--- src/rtl/key_search_controller.sv ---
// Drives one decryption core through candidate keys and scans the decrypted
// message for text made only of lowercase ASCII letters and spaces.
module key_search_controller #(
    parameter int KEY_WIDTH  = 10,
    parameter int MSG_LEN    = 32,
    parameter int ADDR_WIDTH = 5,
    parameter int KEY_LAST   = 2**KEY_WIDTH - 1
) (
    input  logic                  clk,
    input  logic                  reset,
    input  logic                  start,
    output logic                  core_restart,
    output logic                  core_start,
    output logic [KEY_WIDTH-1:0]  core_key,
    input  logic                  core_done,
    output logic [ADDR_WIDTH-1:0] d_rd_addr,
    input  logic [7:0]            d_rd_q,
    output logic                  busy,
    output logic                  found,
    output logic                  fail,
    output logic [KEY_WIDTH-1:0]  found_key
);

    localparam int IDX_W = (MSG_LEN > 1) ? $clog2(MSG_LEN) : 1;
    localparam logic [KEY_WIDTH-1:0] KEY_LAST_V = KEY_WIDTH'(KEY_LAST);
    localparam logic [IDX_W-1:0]     IDX_LAST   = IDX_W'(MSG_LEN - 1);

    typedef enum logic [3:0] {
        S_IDLE,
        S_ARM,
        S_ARM_WAIT,
        S_START,
        S_WAIT_CORE,
        S_RD_ADDR,
        S_RD_WAIT,
        S_CHECK,
        S_NEXT_KEY,
        S_FOUND,
        S_FAIL
    } state_t;

    state_t                 state, state_nxt;
    logic [KEY_WIDTH-1:0]   key_nxt;
    logic [IDX_W-1:0]       idx, idx_nxt;
    logic                   found_nxt, fail_nxt;
    logic [KEY_WIDTH-1:0]   found_key_nxt;

    function automatic logic is_text_byte(input logic [7:0] b);
        return ((b >= 8'h61) && (b <= 8'h7A)) || (b == 8'h20);
    endfunction

    assign d_rd_addr = ADDR_WIDTH'(idx);

    always_comb begin
        state_nxt     = state;
        key_nxt       = core_key;
        idx_nxt       = idx;
        found_nxt     = found;
        fail_nxt      = fail;
        found_key_nxt = found_key;
        core_restart  = 1'b0;
        core_start    = 1'b0;
        busy          = 1'b1;

        case (state)
            // FOUND and FAIL hold their result but accept a new search directly
            S_IDLE, S_FOUND, S_FAIL: begin
                busy = 1'b0;
                if (start) begin
                    state_nxt     = S_ARM;
                    key_nxt       = '0;
                    found_nxt     = 1'b0;
                    fail_nxt      = 1'b0;
                    found_key_nxt = '0;
                end
            end
            S_ARM: begin
                core_restart = 1'b1;
                state_nxt    = S_ARM_WAIT;
            end
            S_ARM_WAIT: begin
                if (!core_done) state_nxt = S_START;
            end
            S_START: begin
                core_start = 1'b1;
                state_nxt  = S_WAIT_CORE;
            end
            S_WAIT_CORE: begin
                // start is released in the same cycle done is seen
                if (core_done) begin
                    idx_nxt   = '0;
                    state_nxt = S_RD_ADDR;
                end else begin
                    core_start = 1'b1;
                end
            end
            S_RD_ADDR: state_nxt = S_RD_WAIT;
            S_RD_WAIT: state_nxt = S_CHECK;
            S_CHECK: begin
                if (!is_text_byte(d_rd_q)) begin
                    state_nxt = S_NEXT_KEY;
                end else if (idx == IDX_LAST) begin
                    state_nxt     = S_FOUND;
                    found_nxt     = 1'b1;
                    found_key_nxt = core_key;
                end else begin
                    idx_nxt   = idx + 1'b1;
                    state_nxt = S_RD_ADDR;
                end
            end
            S_NEXT_KEY: begin
                if (core_key == KEY_LAST_V) begin
                    state_nxt = S_FAIL;
                    fail_nxt  = 1'b1;
                end else begin
                    key_nxt   = core_key + 1'b1;
                    state_nxt = S_ARM;
                end
            end
            default: state_nxt = S_IDLE;
        endcase
    end

    always_ff @(posedge clk or posedge reset) begin
        if (reset) begin
            state     <= S_IDLE;
            core_key  <= '0;
            idx       <= '0;
            found     <= 1'b0;
            fail      <= 1'b0;
            found_key <= '0;
        end else begin
            state     <= state_nxt;
            core_key  <= key_nxt;
            idx       <= idx_nxt;
            found     <= found_nxt;
            fail      <= fail_nxt;
            found_key <= found_key_nxt;
        end
    end

endmodule

--- config.mk ---
export PLATFORM = sky130hd
export DESIGN_NAME = key_search_controller
export DESIGN_NICKNAME = d
export VERILOG_FILES = /design/src/rtl/key_search_controller.sv
export SDC_FILE = /design/constraint.sdc
export NUM_CORES = 1
export LEC_CHECK = 0
export ABC_AREA = 0
export CELL_PAD_IN_SITES_DETAIL_PLACEMENT = 1
export CELL_PAD_IN_SITES_GLOBAL_PLACEMENT = 1
export CORE_ASPECT_RATIO = 0.5
export CORE_MARGIN = 2
export CORE_UTILIZATION = 33
export DETAILED_ROUTE_END_ITERATION = 8
export PLACE_DENSITY = 0.75
export SLEW_MARGIN = 15
export SYNTH_ARGS = -nofsm -noshare
export SYNTH_HDL_FRONTEND = slang
export SYNTH_SLANG_ARGS = --single-unit
--- constraint.sdc ---
create_clock -name clk -period 2.2 [get_ports clk]
set_input_delay 0.44 -clock clk [delete_from_list [all_inputs] [get_ports clk]]
set_output_delay 0.44 -clock clk [all_outputs]
set_load 0.005 [all_outputs]
==> metrics.md <==
| Metric | Value |
|---|---|
| Outcome | `completed` |
| Die area | `5750 sq um` |
| Die Wd | `105 um` |
| Max Slew Vio Count | `0` |
| Initial antenna violation count | `0` |
| Skew final | `0.00584 ns` |
| Port Buf Inserts | `41` |
| Upper clock frequency limit | `0.466 GHz` |
| Post-synth cell types | `43` |
| Hold Vio Cnt, Final | `0` |
| WL final | `5.18 mm` |
| #FFs+latches synth | `31` |
| Final ANT Viol Nets | `0` |
| Leak | `1.10 nW` |
| Pint | `1.53 mW` |
| H-tree Lvls | `2` |
| CP Max Fanout | `8` |
| WS Path Type | `flip-flop to flip-flop` |
| Skew-Pair Late Insertion Delay | `0.29 ns` |
| Hold Path Sink | `found$_DFFE_PP0P_` |
| Avg Vias per Cell | `5.39` |
| Flop pwr share | `0.315` |
| Worst R2R Start | `state[1]$_DFFE_PP0P_` |
| Die Ht | `54.6 um` |
| Largest net degree at the start of global routing | `32` |
| Rows | `18` |
| WHS Path Cells | `1` |
| Most common cell after layout, fill and taps aside | `clkdlybuf4s50_1` |
| Capture point of the worst reg-to-reg path | `core_key[4]$_DFFE_PP0P_` |
| Vias in the first global route | `1701` |
| Final setup vio count | `0` |
| Worst Path Required | `2.41 ns` |
| Final weighted congestion in routability-driven placement | `0.765` |
| Final std cells w/o fill | `309` |
| Initial DRC count | `39` |
| Sw Ratio | `0.366` |
| Clock network power share | `0.246` |
| Critical Path AT | `2.36 ns` |
| Worst slack, placed | `-0.136 ns` |
| Fin worst setup slack | `0.0551 ns` |
| Longest Clk Path Bufs | `2` |
| Initial Util | `0.343` |
| Slew Limit Headroom | `0.624` |
| HP Class | `flip-flop to flip-flop` |
| Power share of the combinational group | `0.438` |
| DP Cell Count | `297` |
| R2r setup slk | `0.06 ns` |
| Core area | `4930 sq um` |
| Avg WL per Cell | `16.8 um` |
| Antenna cells | `0` |
| Area grow syn2layout | `47.1%` |
| Crit path time final | `2.14 ns` |
| Synth Warn # | `0` |
| VDD IR max | `359 uV` |
| Top post-synthesis cells by area | `dfrtp_1 46%, a22o_1 6.7%, a21oi_1 4.4%` |
| Io pins | `42` |
| CTS clk-pin slew, worst paths | `0.07 ns` |
| CTS tree | `built` |
| Critical Path Sink Type | `flip-flop` |
| CTS root buf | `clkbuf_8` |
| Hold path startpoint | `found$_DFFE_PP0P_` |
| Total grt overflow | `0` |
| DRC Markers | `0` |
| Hold Buf Count CTS | `0` |
| Final period utilization | `0.975` |
| Routed via count | `1666` |
| Synth top area share | `0.458` |
| Clock buffer count from CTS | `5` |
| FF-to-FF path depth | `6` |
| CTS Sinks | `31` |
| Power per Cell Area | `968 nW/um^2` |
| Total negative slack | `0 ns` |
| First-pass detailed-route iteration total | `4` |
| Syn Inst Count | `179` |
| Post-synthesis sequential area ratio | `0.458` |
| Mapped Area | `1690 sq um` |
| Global-route wire length before repair | `8.25 mm` |
| Final HPWL from detailed placement | `3.58 mm` |
| Most frequent cells in the layout | `37 x clkdlybuf4s50_1, 28 x dfrtp_1, 21 x buf_4, 14 x a21oi_1, 13 x a22o_1` |
| Total GRT Usage | `0.187` |
| Share of cells above drive strength 1 | `0.197` |
| CP Launch Type | `flip-flop` |
| Synth area leader | `dfrtp_1` |
| Avg Inst Size Synth | `9.46 sq um` |
| Max-cap viol count | `0` |
| Post-Synthesis Net Count | `194` |
| Switching power | `0.883 mW` |
| Fin nets | `253` |
| Worst slew pin tran | `0.559 ns` |
-- worst max-delay path, stage by stage, from the launching register on --
cell and delay, ns:
dfrtp_2 0.42, buf_6 0.13, or4b_4 0.51, or4_4 0.63
nand4_1 0.15, o21ai_1 0.08, a21oi_1 0.15
-- synth_stat cells --
library cell / count
nor3_2: 1
o41ai_1: 1
nor4_1: 1
buf_2: 1
dfrtp_1: 31
or4_1: 3
nand2b_1: 2
a41oi_1: 1
nor3_1: 5
a211o_1: 1
and3_1: 6
a2111oi_0: 1
or3_1: 5
a21o_1: 1
nand4_1: 4
or4b_1: 1
a22o_1: 13
or2_2: 2
nor2_1: 8
nor3b_1: 2
o211a_1: 2
o211ai_1: 1
a32oi_1: 2
o21ai_1: 2
clkbuf_1: 9
and2_1: 3
buf_6: 1
mux2_2: 2
o22ai_1: 1
o21ai_0: 9
o2bb2ai_1: 1
inv_1: 6
o311ai_0: 1
nand3_1: 7
or4_4: 1
nor2b_1: 3
o31ai_1: 4
ha_1: 3
o22a_1: 2
a21oi_1: 15
nand2_1: 12
a31oi_1: 1
xor2_1: 1
-- power by group through the flow --
stage          Clock, mW  Sequential (mW)  Combinational [mW]
2_1_floorplan          0            0.733               0.509
3_3_place_gp           0            0.749               0.896
3_5_place_dp           0            0.758               0.925
4_1_cts            0.597            0.752               0.986
5_1_grt            0.623            0.772                1.17
6_report           0.594            0.760                1.06
-- layout make-up --
cell class / instances / area, sq um
well taps: 70 / 87.6
multi-input cells: 131 / 897
clock buffers: 6 / 82.6
repair buffers: 63 / 586
fillers: 566 / 2440
flip-flops and latches: 31 / 779
clock inverters: 2 / 35.0
inverters: 6 / 22.5
-- state kept, by name, summed over array words and instances, names as in the netlist --
signal and count:
core_key 10, d_rd_addr 5, fail 1, found 1
found_key 10, state 4
-- metal layers --
layer	vias to the layer above	share of wire	GRT usage
li1	792	-	-
met1	835	0.47	0.233
met2	32	0.48	0.331
met3	7	0.035	0.0417
met4	0	0.011	0.0622
met5	-	0	0
-- worst max path at each step --
stage | startpoint | to | slack [ns] | depth (start not counted)
after floorplan | state[1]$_DFFE_PP0P_ | core_key[5]$_DFFE_PP0P_ | 0.12 | 7
after global placement | start | core_key[8]$_DFFE_PP0P_ | -0.08 | 7
after detailed placement | d_rd_q[2] | found_key[8]$_DFFE_PP0P_ | -0.14 | 6
after CTS | state[1]$_DFFE_PP0P_ | core_start | -0.05 | 5
after global routing | state[1]$_DFFE_PP0P_ | core_key[4]$_DFFE_PP0P_ | -0.007 | 6
final | state[1]$_DFFE_PP0P_ | core_key[4]$_DFFE_PP0P_ | 0.06 | 6
-- cell families (layout without fill, tap and decap cells) --
family | after synthesis | after routing | synth area share
adder cells (fa/ha/maj) | 3 | 3 | 0.0222
flip-flops | 31 | 31 | 0.458
multiplexers | 2 | 2 | 0.0133
XOR/XNOR | 1 | 1 | 0.00517
AND/OR/NAND/NOR | 66 | 66 | 0.217
buffers and inverters | 17 | 77 | 0.0429
AO/OA/AOI/OAI | 59 | 59 | 0.242
-- through the flow --
step	hold WS [ns]	utilization	total power, mW	instance area [sq um]
after floorplan	0.474	-	1.24	1690
after global placement	0.460	0.461	1.64	2280
after detailed placement	0.478	0.461	1.68	2280
after CTS	0.488	0.490	2.34	2420
after global routing	0.506	0.505	2.57	2490
final	0.481	0.505	2.41	2490
-- what timing repair did --
action	4_1_cts	5_1_grt
buffers inserted	1	3
setup endpoints to repair	3	18
hold endpoints to repair	0	0
resized for setup	8	12
pin swaps	1	4
No activity file was read; power rests on OpenSTA's default activity.
